**config.mk**
```make
export PLATFORM = sky130hd
export DESIGN_NAME = alu_result_stage
export DESIGN_NICKNAME = d
export VERILOG_FILES = /design/src/rtl/alu_result_stage.sv
export SDC_FILE = /design/constraint.sdc
export NUM_CORES = 1
export LEC_CHECK = 0
export CAP_MARGIN = 20
export CORE_ASPECT_RATIO = 0.8
export CORE_MARGIN = 2
export CORE_UTILIZATION = 46
export DETAILED_ROUTE_END_ITERATION = 7
export PLACE_DENSITY_LB_ADDON = 0.05
export SKIP_LAST_GASP = 1
export SYNTH_ARGS = -nofsm -noshare
export SYNTH_HDL_FRONTEND = slang
export SYNTH_SLANG_ARGS = --single-unit
```
**constraint.sdc**
```tcl
create_clock -name clk -period 2.2 [get_ports clk]
set_input_delay 0.44 -clock clk [delete_from_list [all_inputs] [get_ports clk]]
set_output_delay 0.44 -clock clk [all_outputs]
set_load 0.005 [all_outputs]
```
**src/rtl/alu_result_stage.sv**
```systemverilog
// alu_result_stage
// ----------------
// Buffers ALU results (Z, flags, destination tag) in a small in-order FIFO
// between the ALU and its consumer. The stage also raises a one-cycle trap
// for overflowing signed results, and it keeps sticky status flags.
//
// Parameters
//   DEPTH         number of result-buffer entries (power of two, >= 2)
//
// Ports
//   clk           single clock; all state updates on the rising edge
//   rst           synchronous, active-high reset
//   in_valid      ALU result present this cycle
//   in_ready      stage can accept a result (does not depend on out_ready)
//   in_z          ALU result
//   in_overflow   ALU overflow flag
//   in_zero       ALU zero flag
//   in_carryout   ALU carry-out flag
//   in_rd         destination register tag
//   in_trap_en    overflow on this result raises a trap instead of storing
//   out_valid     head entry available
//   out_ready     consumer accepts the head entry
//   out_z, out_overflow, out_zero, out_carryout, out_rd
//                 fields of the head entry (0 while the buffer is empty)
//   trap          one-cycle pulse for a trapped result
//   trap_rd       tag of the most recent trapped result
//   status_clr    clears the sticky status bits
//   status        sticky {overflow, carryout, zero-seen}

module alu_result_stage #(
  parameter int DEPTH = 2
) (
  input  logic        clk,
  input  logic        rst,
  input  logic        in_valid,
  output logic        in_ready,
  input  logic [31:0] in_z,
  input  logic        in_overflow,
  input  logic        in_zero,
  input  logic        in_carryout,
  input  logic [4:0]  in_rd,
  input  logic        in_trap_en,
  output logic        out_valid,
  input  logic        out_ready,
  output logic [31:0] out_z,
  output logic        out_overflow,
  output logic        out_zero,
  output logic        out_carryout,
  output logic [4:0]  out_rd,
  output logic        trap,
  output logic [4:0]  trap_rd,
  input  logic        status_clr,
  output logic [2:0]  status
);

  localparam int PTR_W = (DEPTH > 1) ? $clog2(DEPTH) : 1;
  localparam int CNT_W = PTR_W + 1;

  if (DEPTH < 2 || (DEPTH & (DEPTH - 1)) != 0) begin : g_bad_depth
    $error("alu_result_stage: DEPTH must be a power of two >= 2");
  end

  typedef struct packed {
    logic [31:0] z;
    logic        overflow;
    logic        zero;
    logic        carryout;
    logic [4:0]  rd;
  } entry_t;

  entry_t             mem [DEPTH];
  entry_t             wr_entry;
  entry_t             head;
  logic [PTR_W-1:0]   wr_ptr;
  logic [PTR_W-1:0]   rd_ptr;
  logic [CNT_W-1:0]   count;
  logic               full;
  logic               empty;
  logic               push;
  logic               pop;
  logic               trap_hit;
  logic               store;
  logic               trap_q;
  logic [4:0]         trap_rd_q;
  logic [2:0]         status_q;
  logic [2:0]         status_set;

  // Ready comes from occupancy only, never from out_ready: a full buffer
  // refuses a push even in a cycle that pops.
  assign full     = (count == CNT_W'(DEPTH));
  assign empty    = (count == '0);
  assign in_ready = !rst && !full;
  assign out_valid = !rst && !empty;

  assign push     = in_valid && in_ready;
  assign pop      = out_valid && out_ready;
  assign trap_hit = push && in_overflow && in_trap_en;
  assign store    = push && !trap_hit;

  // Writes to r0 are architecturally zero; the arithmetic flags still
  // describe the operation, so they are kept as they arrived.
  always_comb begin
    wr_entry          = '0;
    wr_entry.z        = (in_rd == 5'd0) ? 32'd0 : in_z;
    wr_entry.zero     = (in_rd == 5'd0) ? 1'b1  : in_zero;
    wr_entry.overflow = in_overflow;
    wr_entry.carryout = in_carryout;
    wr_entry.rd       = in_rd;
  end

  // Status uses the raw flags, including trapped and r0 results.
  assign status_set = push ? {in_overflow, in_carryout, in_zero} : 3'b000;

  always_ff @(posedge clk) begin
    if (rst) begin
      wr_ptr    <= '0;
      rd_ptr    <= '0;
      count     <= '0;
      trap_q    <= 1'b0;
      trap_rd_q <= 5'd0;
      status_q  <= 3'b000;
      for (int i = 0; i < DEPTH; i++) begin
        mem[i] <= '0;
      end
    end else begin
      if (store) begin
        mem[wr_ptr] <= wr_entry;
        wr_ptr      <= wr_ptr + PTR_W'(1);
      end
      if (pop) begin
        rd_ptr <= rd_ptr + PTR_W'(1);
      end
      case ({store, pop})
        2'b10:   count <= count + CNT_W'(1);
        2'b01:   count <= count - CNT_W'(1);
        default: count <= count;
      endcase

      trap_q <= trap_hit;
      if (trap_hit) begin
        trap_rd_q <= in_rd;
      end

      // A set in the same cycle as a clear wins.
      status_q <= (status_clr ? 3'b000 : status_q) | status_set;
    end
  end

  assign head = mem[rd_ptr];

  // Outputs read as zero while empty or in reset so nothing stale leaks out.
  assign out_z        = out_valid ? head.z        : 32'd0;
  assign out_overflow = out_valid ? head.overflow : 1'b0;
  assign out_zero     = out_valid ? head.zero     : 1'b0;
  assign out_carryout = out_valid ? head.carryout : 1'b0;
  assign out_rd       = out_valid ? head.rd       : 5'd0;

  assign trap    = !rst && trap_q;
  assign trap_rd = rst ? 5'd0 : trap_rd_q;
  assign status  = rst ? 3'b000 : status_q;

endmodule

```
# Word-level counts from Yosys, hierarchy flattened
# Memory sizes are Yosys's and may differ from the RTL's. A register that Yosys moved wholly into a read port is not among the register bits.
# Cells that the tools add are included.
# totals
ram_bits,80
reg_bits,13
out_inout_bits,51
input_bits,46
n_memories,1
# mem_list
name,words,word_bits,rd,rd_ports_with_merged_regs,wr,line_no,text
mem,2,40,1,1,2,71,entry_t mem [DEPTH];
# op_classes
n_bitwise,1
n_addsub,4
mux,22
n_eq_ne,3
reduce_logical,16
# op_table
cell,n
$mux 32,2
$mux 40,1
$reduce_or 40->1,1
$mux 1,13
$mux 5,2
$mux 3,3
$logic_and 1x1->1,8
$logic_not 5->1,1
$eq 2x2->1 const B,2
$logic_not 1->1,4
$pmux 2 s2,1
$or 3x3->3,1
$add 1x1->1 const B,2
$add 2x1->2 const B,1
$eq 2x1->1 const B,1
$logic_not 2->1,1
$reduce_bool 2->1,1
$sub 2x1->2 const B,1

# Depth between registers and ports, before layout
# Gate-level depths: netlist of the first run.
# logic_depth
word_depth,13
depth_mapped,8
depth_no_buf,7

# Worst setup path before layout of the first run
# OpenSTA, ideal clock, no wires.
# synth_path
kind,in2reg
start,input port rst
end,"memory mem[1][0] in the netlist's numbering, enable pin"
stages,3
t_arrival_ns,1.822
setup_time_ns,0.379
n_path_buf,0
slack_ns,-0.002
cell_sequence,nand2b_4 nor4_1 or2_2
# synth_lines
element,line_no,text
start: declaration,34,"input logic rst,"
end: declaration,71,

# Worst setup path in the final report of the first run
# layout_path
start,input port rst
end,output port out_valid
# layout_between
elab_chain_len,2
# layout_lines
element,line_no,text
$logic_not 1->1,93,assign out_valid = !rst && !empty;
$logic_and 1x1->1,93,
end: declaration,43,"output logic out_valid,"
# No other way between the ends.

==> results of run 1 <==
==> power breakdown <==
part	internal [mW]	total (mW)	switching [mW]
Combinational	0.365	0.692	0.327
Clock	1.05	1.68	0.631
Sequential	2.06	2.11	0.0467
Total	3.48	4.48	1.00
==> logic make-up (layout without fill, tap and decap cells) <==
logic type | after synthesis | count (layout) | synth area share (%)
muxes | 47 | 47 | 10.7
buffers and inverters | 35 | 152 | 3.75
adders and majority gates | 1 | 1 | 0.280
xor gates and xnor gates | 2 | 2 | 0.392
DFF | 94 | 94 | 60.1
and+or+nand+nor | 177 | 177 | 23.4
AOI/OAI and AO/OA | 9 | 9 | 1.48
==> cell usage after synthesis (2+ instances only) <==
cell type,instances
sky130_fd_sc_hd__dfxtp_1,14
sky130_fd_sc_hd__buf_2,14
sky130_fd_sc_hd__nor4b_1,22
sky130_fd_sc_hd__nor2b_1,10
sky130_fd_sc_hd__edfxtp_1,80
sky130_fd_sc_hd__nor3_1,32
sky130_fd_sc_hd__inv_1,3
sky130_fd_sc_hd__nor2_1,45
sky130_fd_sc_hd__clkbuf_1,15
sky130_fd_sc_hd__or2_2,2
sky130_fd_sc_hd__mux2_2,5
sky130_fd_sc_hd__o21a_1,2
sky130_fd_sc_hd__nand2_1,32
sky130_fd_sc_hd__a22o_1,3
sky130_fd_sc_hd__mux2i_1,42
sky130_fd_sc_hd__and2_1,16
sky130_fd_sc_hd__nor4b_2,10
sky130_fd_sc_hd__buf_6,2
==> metal layers <==
layer / vias up / wire length (um)
li1: 1553 / -
met4: 0 / 132
met2: 90 / 4510
met5: - / 0
met3: 10 / 573
met1: 1502 / 4380
==> area by class of cell <==
class | instances | area (um2)
clock buffer | 12 | 256
inverter | 3 | 11.3
sequential | 94 | 2690
fill | 771 | 3360
clock inverter | 4 | 68.8
timing repair buffer | 133 | 1360
tap | 119 | 149
multi-input combinational | 236 | 1640
==> through the flow <==
stage               power (mW)  cell area (um2)  TNS [ps]
floorplan                 2.48             4470         0
global placement          2.81             5780    -17470
detailed placement        2.82             5780    -23010
CTS                       4.53             6140      -111
global route              4.67             6170    -0.412
finish                    4.48             6170         0
==> placed cells by master, fill, tap and decap left out, drive strengths merged, types with 3 or more instances in the layout <==
master         instances
a22o                   3
and2                  16
buf                   36
clkbuf                12
clkdlybuf4s50         58
dfxtp                 14
dlygate4sd2           36
edfxtp                80
inv                    3
mux2                   5
mux2i                 42
nand2                 32
nor2                  45
nor2b                 10
nor3                  32
nor4b                 32
==> worst paths after layout <==
path / start / cells past startpoint / slack (ps) / endpoint
max: rst / 6 / 40 / out_valid
min: rd_ptr / 1 / 480 / rd_ptr
min reg2reg: rd_ptr / 1 / 480 / rd_ptr
max reg2reg: count[1] / 4 / 330 / mem[0][18]
==> timing repair <==
action | in CTS | in global routing
cloned | 1 | 0
resized for setup | 39 | 3
setup buffers | 3 | 1
pin swaps | 1 | 0
hold endpoints to repair | 0 | 0
setup endpoints to repair | 50 | 6
==> flip-flops by register name (all words and copies together) (netlist names), named ones only <==
register   count
mem           80
count          2
status_q       3
trap_rd_q      5
rd_ptr         1
trap_q         1
wr_ptr         1
==> worst max-delay path, cell delays in order <==
cell and delay, ps:
sky130_fd_sc_hd__dlygate4sd2_1 270, sky130_fd_sc_hd__o21bai_4 220, sky130_fd_sc_hd__buf_6 140, sky130_fd_sc_hd__inv_1 60, sky130_fd_sc_hd__buf_4 100, sky130_fd_sc_hd__clkdlybuf4s50_1 480
==> impl_table.tex, run 1 <==
\begin{tabular}{lr}
\hline
Metric & Value \\
\hline
\multicolumn{2}{l}{\textbf{Status}} \\
Outcome & complete, no violations \\
\multicolumn{2}{l}{\textbf{Place}} \\
Count of placed standard cells including taps & 580 \\
Global placement routability congestion & 0.741 \\
Pre-CTS WS & -338 ps \\
Post-DP HPWL & 5.95 mm \\
I/O Buffers & 96 \\
\multicolumn{2}{l}{\textbf{Timing}} \\
Post-route clock period utilization & 98.0\% \\
Maximum clock rate & 464 MHz \\
Pin slew with the least headroom to its limit & 756 ps \\
Final critical delay including setup and external delays & 2160 ps \\
Setup violations, final & 0 \\
Hold Worst Slack & 476 ps \\
Worst clock skew & 3.90 ps \\
Relative slew margins & 49.6\% \\
Final WS setup & 43.4 ps \\
Number of hold-slack violations in the final timing report & 0 \\
Max-slew violations & 0 \\
\multicolumn{2}{l}{\textbf{Drt}} \\
Wire length after detailed routing & 9.59 mm \\
Number of DRC violations after detailed-routing iteration 0 & 145 \\
Detailed-routing iteration count for the pre-antenna-repair pass & 4 \\
Count of antenna-violating nets left after detailed routing & 0 \\
Total number of vias & 3155 \\
Number of DRC violations after detailed routing & 0 \\
Routed wirelength normalized by instance count & 16.0 um \\
Vias per cell & 5.25 \\
\multicolumn{2}{l}{\textbf{Logic synthesis}} \\
Sequential cell area fraction in the yosys report & 60.1\% \\
Cell area after technology mapping & 4470 um2 \\
Main area contributors after synthesis & sky130\_fd\_sc\_hd\_\_edfxtp\_1, sky130\_fd\_sc\_hd\_\_mux2i\_1, sky130\_fd\_sc\_hd\_\_dfxtp\_1, sky130\_fd\_sc\_hd\_\_nor4b\_1, sky130\_fd\_sc\_hd\_\_nor2\_1 \\
Top\_reg\_cell synth & sky130\_fd\_sc\_hd\_\_edfxtp\_1 \\
Yosys warning total & 0 \\
Mean area per synthesized cell & 12.2 um2 \\
Number of enable flip-flop cells after synthesis & 80 \\
Mapped Nets & 412 \\
Mapped Cells & 365 \\
Ys async rst share & 0\% \\
Largest area contributor in the synthesized netlist & sky130\_fd\_sc\_hd\_\_edfxtp\_1 \\
Register bit total from synthesis & 94 \\
Area share of the largest cell type after synthesis & 53.8\% \\
Number of library cell types mapped by synthesis & 34 \\
\multicolumn{2}{l}{\textbf{GRT}} \\
Global-route wire length before repair & 15.8 mm \\
GR Util met3 & 5.55\% \\
Total Routing Usage GR & 19.7\% \\
Most used routing layer in global routing & met2 \\
Via count of the first global-routing pass & 3139 \\
Met1 capacity usage during global routing & 26.2\% \\
Total congestion overflow after global routing & 0 \\
Largest net degree at the start of global routing & 66 \\
M2 GR Usage & 31.0\% \\
Number of antenna violations at the first check in global routing & 0 \\
\multicolumn{2}{l}{\textbf{Pwr}} \\
Static power due to leakage & 2.35 nW \\
Power Density & 727 nW/um2 \\
Worst IR Drop VDD & 0.000426 V \\
\multicolumn{2}{l}{\textbf{Clocking}} \\
Cts bufs inserted & 9 \\
Count of hold buffers inserted by post-cts repair & 0 \\
Root buffer cell & sky130\_fd\_sc\_hd\_\_clkbuf\_16 \\
Clock latency on the worst-skew pair & 340 ps \\
Clock net sink count & 94 \\
Clock-pin slew reported for the worst setup and hold paths after clock tree synthesis & 60 ps \\
H-tree depth & 3 \\
Maximum number of buffers from clock root to sink & 2 \\
Clock tree from TritonCTS & done \\
\multicolumn{2}{l}{\textbf{Finish}} \\
Net count, final & 524 \\
Layout cell share with drive strength beyond 1 & 16.2\% \\
Core Util, Final & 64.7\% \\
Number of standard cells in the final layout excluding fillers & 601 \\
Area growth from synthesis to layout & 38.1\% \\
Diode insertion count for antenna repair & 0 \\
\multicolumn{2}{l}{\textbf{Die}} \\
Vertical die dimension & 92.1 um \\
Boundary pin count & 97 \\
Die Wd & 114 um \\
Effective utilization at floorplan & 46.9\% \\
Area of the core & 9530 um2 \\
Std cell rows & 32 \\
Area of the die & 10500 um2 \\
\multicolumn{2}{l}{\textbf{Worst setup path}} \\
Launching element type of the critical path & primary input \\
CP Class & in2out \\
Arrival time at the worst endpoint & 1720 ps \\
Type of element capturing the critical path & output port \\
Required time at the endpoint of the critical path & 1760 ps \\
Maximum fanout encountered on the critical timing path & 5 \\
\multicolumn{2}{l}{\textbf{Hold path}} \\
Hold Path Class & reg2reg \\
\multicolumn{2}{l}{\textbf{Job}} \\
Maximum capacitance violations & 0 \\
\hline
\end{tabular}
(Power assumes the default switching activity.)
==> run 2: changes to the inputs <==
clock period = 1.8 ns   (was 2.2 ns; I/O delays follow)
==> impl_table.tex, run 2 (synthesized netlist as in run 1, its figures left out) <==
\begin{tabular}{lr}
\hline
Metric & Value \\
\hline
\multicolumn{2}{l}{\textbf{Job}} \\
Maximum capacitance violations & 0 (unchanged) \\
\multicolumn{2}{l}{\textbf{Timing}} \\
Worst clock skew & 8.56 ps (was 3.90 ps) \\
Relative slew margins & 49.1\% (was 49.6\%) \\
Final WS setup & -32.3 ps (was 43.4 ps) \\
Hold Worst Slack & 459 ps (was 476 ps) \\
Final critical delay including setup and external delays & 1830 ps \\
Max-slew violations & 0 (unchanged) \\
RSZ-0062 raised after global routing & yes \\
Maximum clock rate & 546 MHz \\
Pin slew with the least headroom to its limit & 763 ps (was 756 ps) \\
Post-route clock period utilization & 102\% \\
Total Negative Setup Slacks & -86.3 ps (was 0 ps) \\
Number of hold-slack violations in the final timing report & 0 (unchanged) \\
Setup violations, final & 3 (was 0) \\
\multicolumn{2}{l}{\textbf{GRT}} \\
Total Routing Usage GR & 21.1\% (was 19.7\%) \\
Global-route wire length before repair & 16.9 mm (was 15.8 mm) \\
Number of antenna violations at the first check in global routing & 0 (unchanged) \\
Largest net degree at the start of global routing & 65 (was 66) \\
Total congestion overflow after global routing & 0 (unchanged) \\
Via count of the first global-routing pass & 3314 (was 3139) \\
\multicolumn{2}{l}{\textbf{Place}} \\
Global placement routability congestion & 0.700 (was 0.741) \\
Post-DP HPWL & 6.12 mm (was 5.95 mm) \\
Count of placed standard cells including taps & 581 (was 580) \\
I/O Buffers & 96 (unchanged) \\
Pre-CTS WS & -463 ps (was -338 ps) \\
\multicolumn{2}{l}{\textbf{Clocking}} \\
Maximum number of buffers from clock root to sink & 2 (unchanged) \\
Clock-pin slew reported for the worst setup and hold paths after clock tree synthesis & 60 ps (about the same) \\
Count of hold buffers inserted by post-cts repair & 0 (unchanged) \\
Clock latency on the worst-skew pair & 330 ps (was 340 ps) \\
H-tree depth & 3 (unchanged) \\
Cts bufs inserted & 9 (unchanged) \\
Clock tree from TritonCTS & done (unchanged) \\
Clock net sink count & 94 (unchanged) \\
Root buffer cell & sky130\_fd\_sc\_hd\_\_clkbuf\_16 (unchanged) \\
\multicolumn{2}{l}{\textbf{Drt}} \\
Count of antenna-violating nets left after detailed routing & 0 (unchanged) \\
Wire length after detailed routing & 10.9 mm (was 9.59 mm) \\
Number of DRC violations after detailed routing & 0 (unchanged) \\
Routed wirelength normalized by instance count & 17.5 um (was 16.0 um) \\
Vias per cell & 5.28 (was 5.25) \\
Total number of vias & 3296 (was 3155) \\
Number of DRC violations after detailed-routing iteration 0 & 116 (was 145) \\
Detailed-routing iteration count for the pre-antenna-repair pass & 4 (unchanged) \\
\multicolumn{2}{l}{\textbf{Finish}} \\
Area growth from synthesis to layout & 45.7\% (was 38.1\%) \\
Register bank with the most flops & mem (unchanged) \\
Top flop regs & mem: 80 flops, trap\_rd\_q: 5 flops, status\_q: 3 flops (unchanged) \\
Diode insertion count for antenna repair & 0 (unchanged) \\
Most frequent standard cell in the layout excluding fill and tap cells & sky130\_fd\_sc\_hd\_\_edfxtp\_1 (unchanged) \\
Largest register FFs & 80 (unchanged) \\
Layout cell share with drive strength beyond 1 & 36.4\% (was 16.2\%) \\
Net count, final & 547 (was 524) \\
Commonest cells after routing, fill and taps aside & sky130\_fd\_sc\_hd\_\_edfxtp\_1, sky130\_fd\_sc\_hd\_\_clkdlybuf4s50\_1, sky130\_fd\_sc\_hd\_\_buf\_2 (was sky130\_fd\_sc\_hd\_\_edfxtp\_1, sky130\_fd\_sc\_hd\_\_clkdlybuf4s50\_1, sky130\_fd\_sc\_hd\_\_nor2\_1) \\
Number of standard cells in the final layout excluding fillers & 624 (was 601) \\
\multicolumn{2}{l}{\textbf{Pwr}} \\
Static power due to leakage & 2.44 nW (was 2.35 nW) \\
Share of power burned in the clock network & 34.4\% (was 37.6\%) \\
Power Internal & 4.12 mW (was 3.48 mW) \\
Worst IR Drop VDD & 0.000527 V (was 0.000426 V) \\
Proportion of power drawn by flip-flops and latches & 47.1\% (was 47.0\%) \\
Power Density & 839 nW/um2 (was 727 nW/um2) \\
PnR Total Power & 5.46 mW (was 4.48 mW) \\
Sw power & 1.34 mW (was 1.00 mW) \\
Switching power share of the total & 24.6\% (was 22.4\%) \\
Combinational Power Share & 18.5\% (was 15.4\%) \\
\multicolumn{2}{l}{\textbf{Worst setup path}} \\
Type of element capturing the critical path & output port (unchanged) \\
Required time at the endpoint of the critical path & 1440 ps (was 1760 ps) \\
Maximum fanout encountered on the critical timing path & 4 (was 5) \\
CP Class & reg2out (was in2out) \\
Arrival time at the worst endpoint & 1470 ps (was 1720 ps) \\
Launching element type of the critical path & flip-flop (was primary input) \\
\multicolumn{2}{l}{\textbf{Die}} \\
Std cell rows & 32 (unchanged) \\
Boundary pin count & 97 (unchanged) \\
Effective utilization at floorplan & 46.9\% (unchanged) \\
Area of the die & 10500 um2 (unchanged) \\
Die Wd & 114 um (unchanged) \\
Area of the core & 9530 um2 (unchanged) \\
Vertical die dimension & 92.1 um (unchanged) \\
\multicolumn{2}{l}{\textbf{Hold path}} \\
Hold Path Class & reg2reg (unchanged) \\
\multicolumn{2}{l}{\textbf{Status}} \\
Outcome & finished with violations (was complete, no violations) \\
Failing checks & negative setup slack \\
\hline
\end{tabular}
[run 2: cell count changes in the layout (fill, tap and decap cells not counted), moves of 8 or more]
| cell | delta |
|---|---|
| sky130_fd_sc_hd__nor4b_2 | +9 |
| sky130_fd_sc_hd__clkdlybuf4s50_1 | -13 |
| sky130_fd_sc_hd__nor4b_1 | -9 |
| sky130_fd_sc_hd__buf_6 | +15 |
| sky130_fd_sc_hd__buf_2 | +39 |
| sky130_fd_sc_hd__dlygate4sd2_1 | -29 |
| sky130_fd_sc_hd__nor2_1 | -14 |
| sky130_fd_sc_hd__nor2b_1 | -8 |
| sky130_fd_sc_hd__nor2_2 | +8 |
[run 2: layer usage]
layer  routed length, um  track usage [%]  share of wire (%)
met5                   0                0                  0
met4                  61             4.88               0.56
met3                 413             3.97                3.8
met2                5500             35.9                 50
met1                4950             28.3                 45
[run 2: timing repair]
item,CTS,global route
gates resized for setup,208,42
setup endpoints to repair,113,49
pin swaps,18,10
buffers inserted,21,3
gates cloned,7,1
[run 2: stage by stage]
step	util [%]	instance area, um2
floorplan	-	4510
global placement	61.3	5840
detailed placement	61.3	5840
CTS	67.0	6390
global route	68.3	6510
finish	68.3	6510
[run 2: path summary, 6_finish.rpt]
check | depth (start not counted) | startpoint | to | slack (ps)
min reg2reg | 1 | rd_ptr | flip-flop | 460
max reg2reg | 7 | count[0] | count[1] | 50
min | 1 | rd_ptr | flip-flop | 460
max | 7 | count[1] | out_z[31] | -30
[run 2: power groups by stage]
stage                     clock, mW  sequential (mW)  combinational [mW]
final                          1.88             2.57                1.01
after global routing           1.99             2.58                1.08
after detailed placement          0             2.61               0.844
after floorplan                   0             2.60               0.447
after CTS                      1.92             2.56               0.981
after global placement            0             2.61               0.836
[run 2: critical path, stage by stage (launching register included)]
cell,delay [ps]
sky130_fd_sc_hd__dfxtp_4,360
sky130_fd_sc_hd__o21bai_4,180
sky130_fd_sc_hd__buf_12,140
sky130_fd_sc_hd__buf_6,100
sky130_fd_sc_hd__buf_6,100
sky130_fd_sc_hd__buf_6,100
sky130_fd_sc_hd__nor2_4,30
sky130_fd_sc_hd__buf_2,120
[run 2: layout make-up]
| type | count | area, um2 |
|---|---|---|
| tap | 119 | 149 |
| clock buffer | 9 | 225 |
| multi-input combinational | 236 | 1830 |
| sequential | 94 | 2700 |
| inverter | 3 | 11.3 |
| timing repair buffer | 156 | 1520 |
| clock inverter | 7 | 75.1 |
| fill | 733 | 3020 |
==> run 3: changes to the inputs <==
GPL_TIMING_DRIVEN = 0   (was unset)
SKIP_CTS_REPAIR_TIMING = 1   (was unset)
==> impl_table.tex, run 3 (synthesized netlist as in run 1, its figures left out) <==
\begin{tabular}{lr}
\hline
Metric & Value \\
\hline
\multicolumn{2}{l}{\textbf{Clocking}} \\
H-tree depth & 3 (unchanged) \\
Clock latency on the worst-skew pair & 340 ps (was 330 ps) \\
Maximum number of buffers from clock root to sink & 2 (unchanged) \\
Clock-pin slew reported for the worst setup and hold paths after clock tree synthesis & 60 ps (about the same) \\
Cts bufs inserted & 9 (unchanged) \\
Clock net sink count & 94 (unchanged) \\
Clock tree from TritonCTS & done (unchanged) \\
Root buffer cell & sky130\_fd\_sc\_hd\_\_clkbuf\_16 (unchanged) \\
\multicolumn{2}{l}{\textbf{Die}} \\
Vertical die dimension & 92.1 um (unchanged) \\
Effective utilization at floorplan & 46.9\% (unchanged) \\
Area of the core & 9530 um2 (unchanged) \\
Die Wd & 114 um (unchanged) \\
Boundary pin count & 97 (unchanged) \\
Std cell rows & 32 (unchanged) \\
Area of the die & 10500 um2 (unchanged) \\
\multicolumn{2}{l}{\textbf{Finish}} \\
Layout cell share with drive strength beyond 1 & 21.5\% (was 36.4\%) \\
Diode insertion count for antenna repair & 0 (unchanged) \\
Area growth from synthesis to layout & 40.8\% (was 45.7\%) \\
Net count, final & 535 (was 547) \\
Core Util, Final & 66.0\% (was 68.3\%) \\
Summed area of non-filler cells in the final layout & 6290 um2 (was 6510 um2) \\
Number of standard cells in the final layout excluding fillers & 612 (was 624) \\
Largest register FFs & 80 (unchanged) \\
Most frequent standard cell in the layout excluding fill and tap cells & sky130\_fd\_sc\_hd\_\_clkdlybuf4s50\_1 (was sky130\_fd\_sc\_hd\_\_edfxtp\_1) \\
Commonest cells after routing, fill and taps aside & sky130\_fd\_sc\_hd\_\_clkdlybuf4s50\_1, sky130\_fd\_sc\_hd\_\_edfxtp\_1, sky130\_fd\_sc\_hd\_\_mux2i\_1 (was sky130\_fd\_sc\_hd\_\_edfxtp\_1, sky130\_fd\_sc\_hd\_\_clkdlybuf4s50\_1, sky130\_fd\_sc\_hd\_\_buf\_2) \\
Top flop regs & mem: 80 flops, trap\_rd\_q: 5 flops, status\_q: 3 flops (unchanged) \\
Register bank with the most flops & mem (unchanged) \\
\multicolumn{2}{l}{\textbf{GRT}} \\
Number of antenna violations at the first check in global routing & 0 (unchanged) \\
Total congestion overflow after global routing & 0 (unchanged) \\
GR Util met3 & 4.76\% (was 3.97\%) \\
M2 GR Usage & 33.8\% (was 35.9\%) \\
Most used routing layer in global routing & met2 (unchanged) \\
Total Routing Usage GR & 20.7\% (was 21.1\%) \\
Global-route wire length before repair & 16.4 mm (was 16.9 mm) \\
Via count of the first global-routing pass & 3255 (was 3314) \\
Met1 capacity usage during global routing & 27.6\% (was 28.3\%) \\
Largest net degree at the start of global routing & 41 (was 65) \\
\multicolumn{2}{l}{\textbf{Timing}} \\
Number of hold-slack violations in the final timing report & 0 (unchanged) \\
Final WS setup & -241 ps (was -32.3 ps) \\
Max-slew violations & 0 (unchanged) \\
Maximum clock rate & 490 MHz (was 546 MHz) \\
RSZ-0062 raised after global routing & yes (unchanged) \\
Worst clock skew & 3.15 ps (was 8.56 ps) \\
Hold Worst Slack & 360 ps (was 459 ps) \\
Pin slew with the least headroom to its limit & 535 ps (was 763 ps) \\
Relative slew margins & 64.1\% (was 49.1\%) \\
Final critical delay including setup and external delays & 2040 ps (was 1830 ps) \\
Setup violations, final & 83 (was 3) \\
Post-route clock period utilization & 113\% (was 102\%) \\
\multicolumn{2}{l}{\textbf{Drt}} \\
Wire length after detailed routing & 10.8 mm (was 10.9 mm) \\
Vias per cell & 5.28 (about the same) \\
Number of DRC violations after detailed routing & 0 (unchanged) \\
Count of antenna-violating nets left after detailed routing & 0 (unchanged) \\
Number of DRC violations after detailed-routing iteration 0 & 120 (was 116) \\
Detailed-routing iteration count for the pre-antenna-repair pass & 4 (unchanged) \\
Routed wirelength normalized by instance count & 17.6 um (was 17.5 um) \\
Total number of vias & 3232 (was 3296) \\
\multicolumn{2}{l}{\textbf{Place}} \\
Placed Instance Area & 5620 um2 (was 5840 um2) \\
Global placement routability congestion & 0.766 (was 0.700) \\
I/O Buffers & 96 (unchanged) \\
Post-DP HPWL & 6.70 mm (was 6.12 mm) \\
Count of placed standard cells including taps & 580 (was 581) \\
\multicolumn{2}{l}{\textbf{Hold path}} \\
Hold Path Class & in2reg (was reg2reg) \\
\multicolumn{2}{l}{\textbf{Pwr}} \\
PnR Total Power & 5.44 mW (was 5.46 mW) \\
Worst IR Drop VDD & 0.000521 V (was 0.000527 V) \\
Power Density & 865 nW/um2 (was 839 nW/um2) \\
Static power due to leakage & 2.21 nW (was 2.44 nW) \\
\multicolumn{2}{l}{\textbf{Worst setup path}} \\
Maximum fanout encountered on the critical timing path & 10 (was 4) \\
Arrival time at the worst endpoint & 1680 ps (was 1470 ps) \\
CP Class & reg2out (unchanged) \\
Type of element capturing the critical path & output port (unchanged) \\
Launching element type of the critical path & flip-flop (unchanged) \\
Required time at the endpoint of the critical path & 1440 ps (about the same) \\
\multicolumn{2}{l}{\textbf{Job}} \\
Maximum capacitance violations & 0 (unchanged) \\
\multicolumn{2}{l}{\textbf{Status}} \\
Outcome & finished with violations (unchanged) \\
Failing checks & negative setup slack (unchanged) \\
\hline
\end{tabular}
## run 3: changes by cell type in the layout (fill, tap and decap cells not counted), sizes merged, moves of 4 or more
cell | previous run | this run
dlygate4sd2 | 7 | 0
buf | 97 | 36
clkdlybuf4s50 | 45 | 88
clkbuf | 10 | 20
dlymetal6s2s | 2 | 7
or2 | 2 | 6
## run 3: final timing paths
path                from     endpoint  slack, ps  cells after the start
max             count[0]     out_z[0]       -240                      4
min          in_overflow  status_q[2]        360                      2
max reg2reg     count[1]     count[1]       -150                      8
min reg2reg       rd_ptr    flip-flop        460                      1
## run 3: cell type report
class,instances,area (um2)
Sequential cell,94,2690
Buffer,29,263
Multi-Input combinational cell,240,1770
Tap cell,119,149
Fill cell,750,3240
Inverter,3,11.3
Clock buffer,11,233
Timing Repair Buffer,111,1090
Clock inverter,5,73.8
## run 3: per-stage QoR
stage | setup TNS (ps) | setup slack, ps
CTS | -116940 | -1010
finish | -11970 | -241
detailed placement | -179380 | -1130
floorplan | -77.2 | -77.2
global placement | -177810 | -1130
global route | -20070 | -328
## run 3: per-layer routing
layer	vias to the layer above	routed length [um]	share of wire [%]
li1	1570	-	-
met1	1544	4660	43
met2	108	5210	48
met3	10	822	7.6
met4	0	98	0.91
met5	-	0	0
## run 3: where the power goes
group	switching (mW)	total, mW	internal (mW)
sequential	0.0548	2.57	2.52
clock	0.755	1.96	1.21
combinational	0.446	0.902	0.456
total	1.26	5.44	4.18
## run 3: critical path: stages, from the launching register on
cell and delay [ps]:
sky130_fd_sc_hd__dfxtp_4 390, sky130_fd_sc_hd__o21bai_4 110, sky130_fd_sc_hd__buf_6 170, sky130_fd_sc_hd__nor2_2 150, sky130_fd_sc_hd__clkdlybuf4s50_1 520
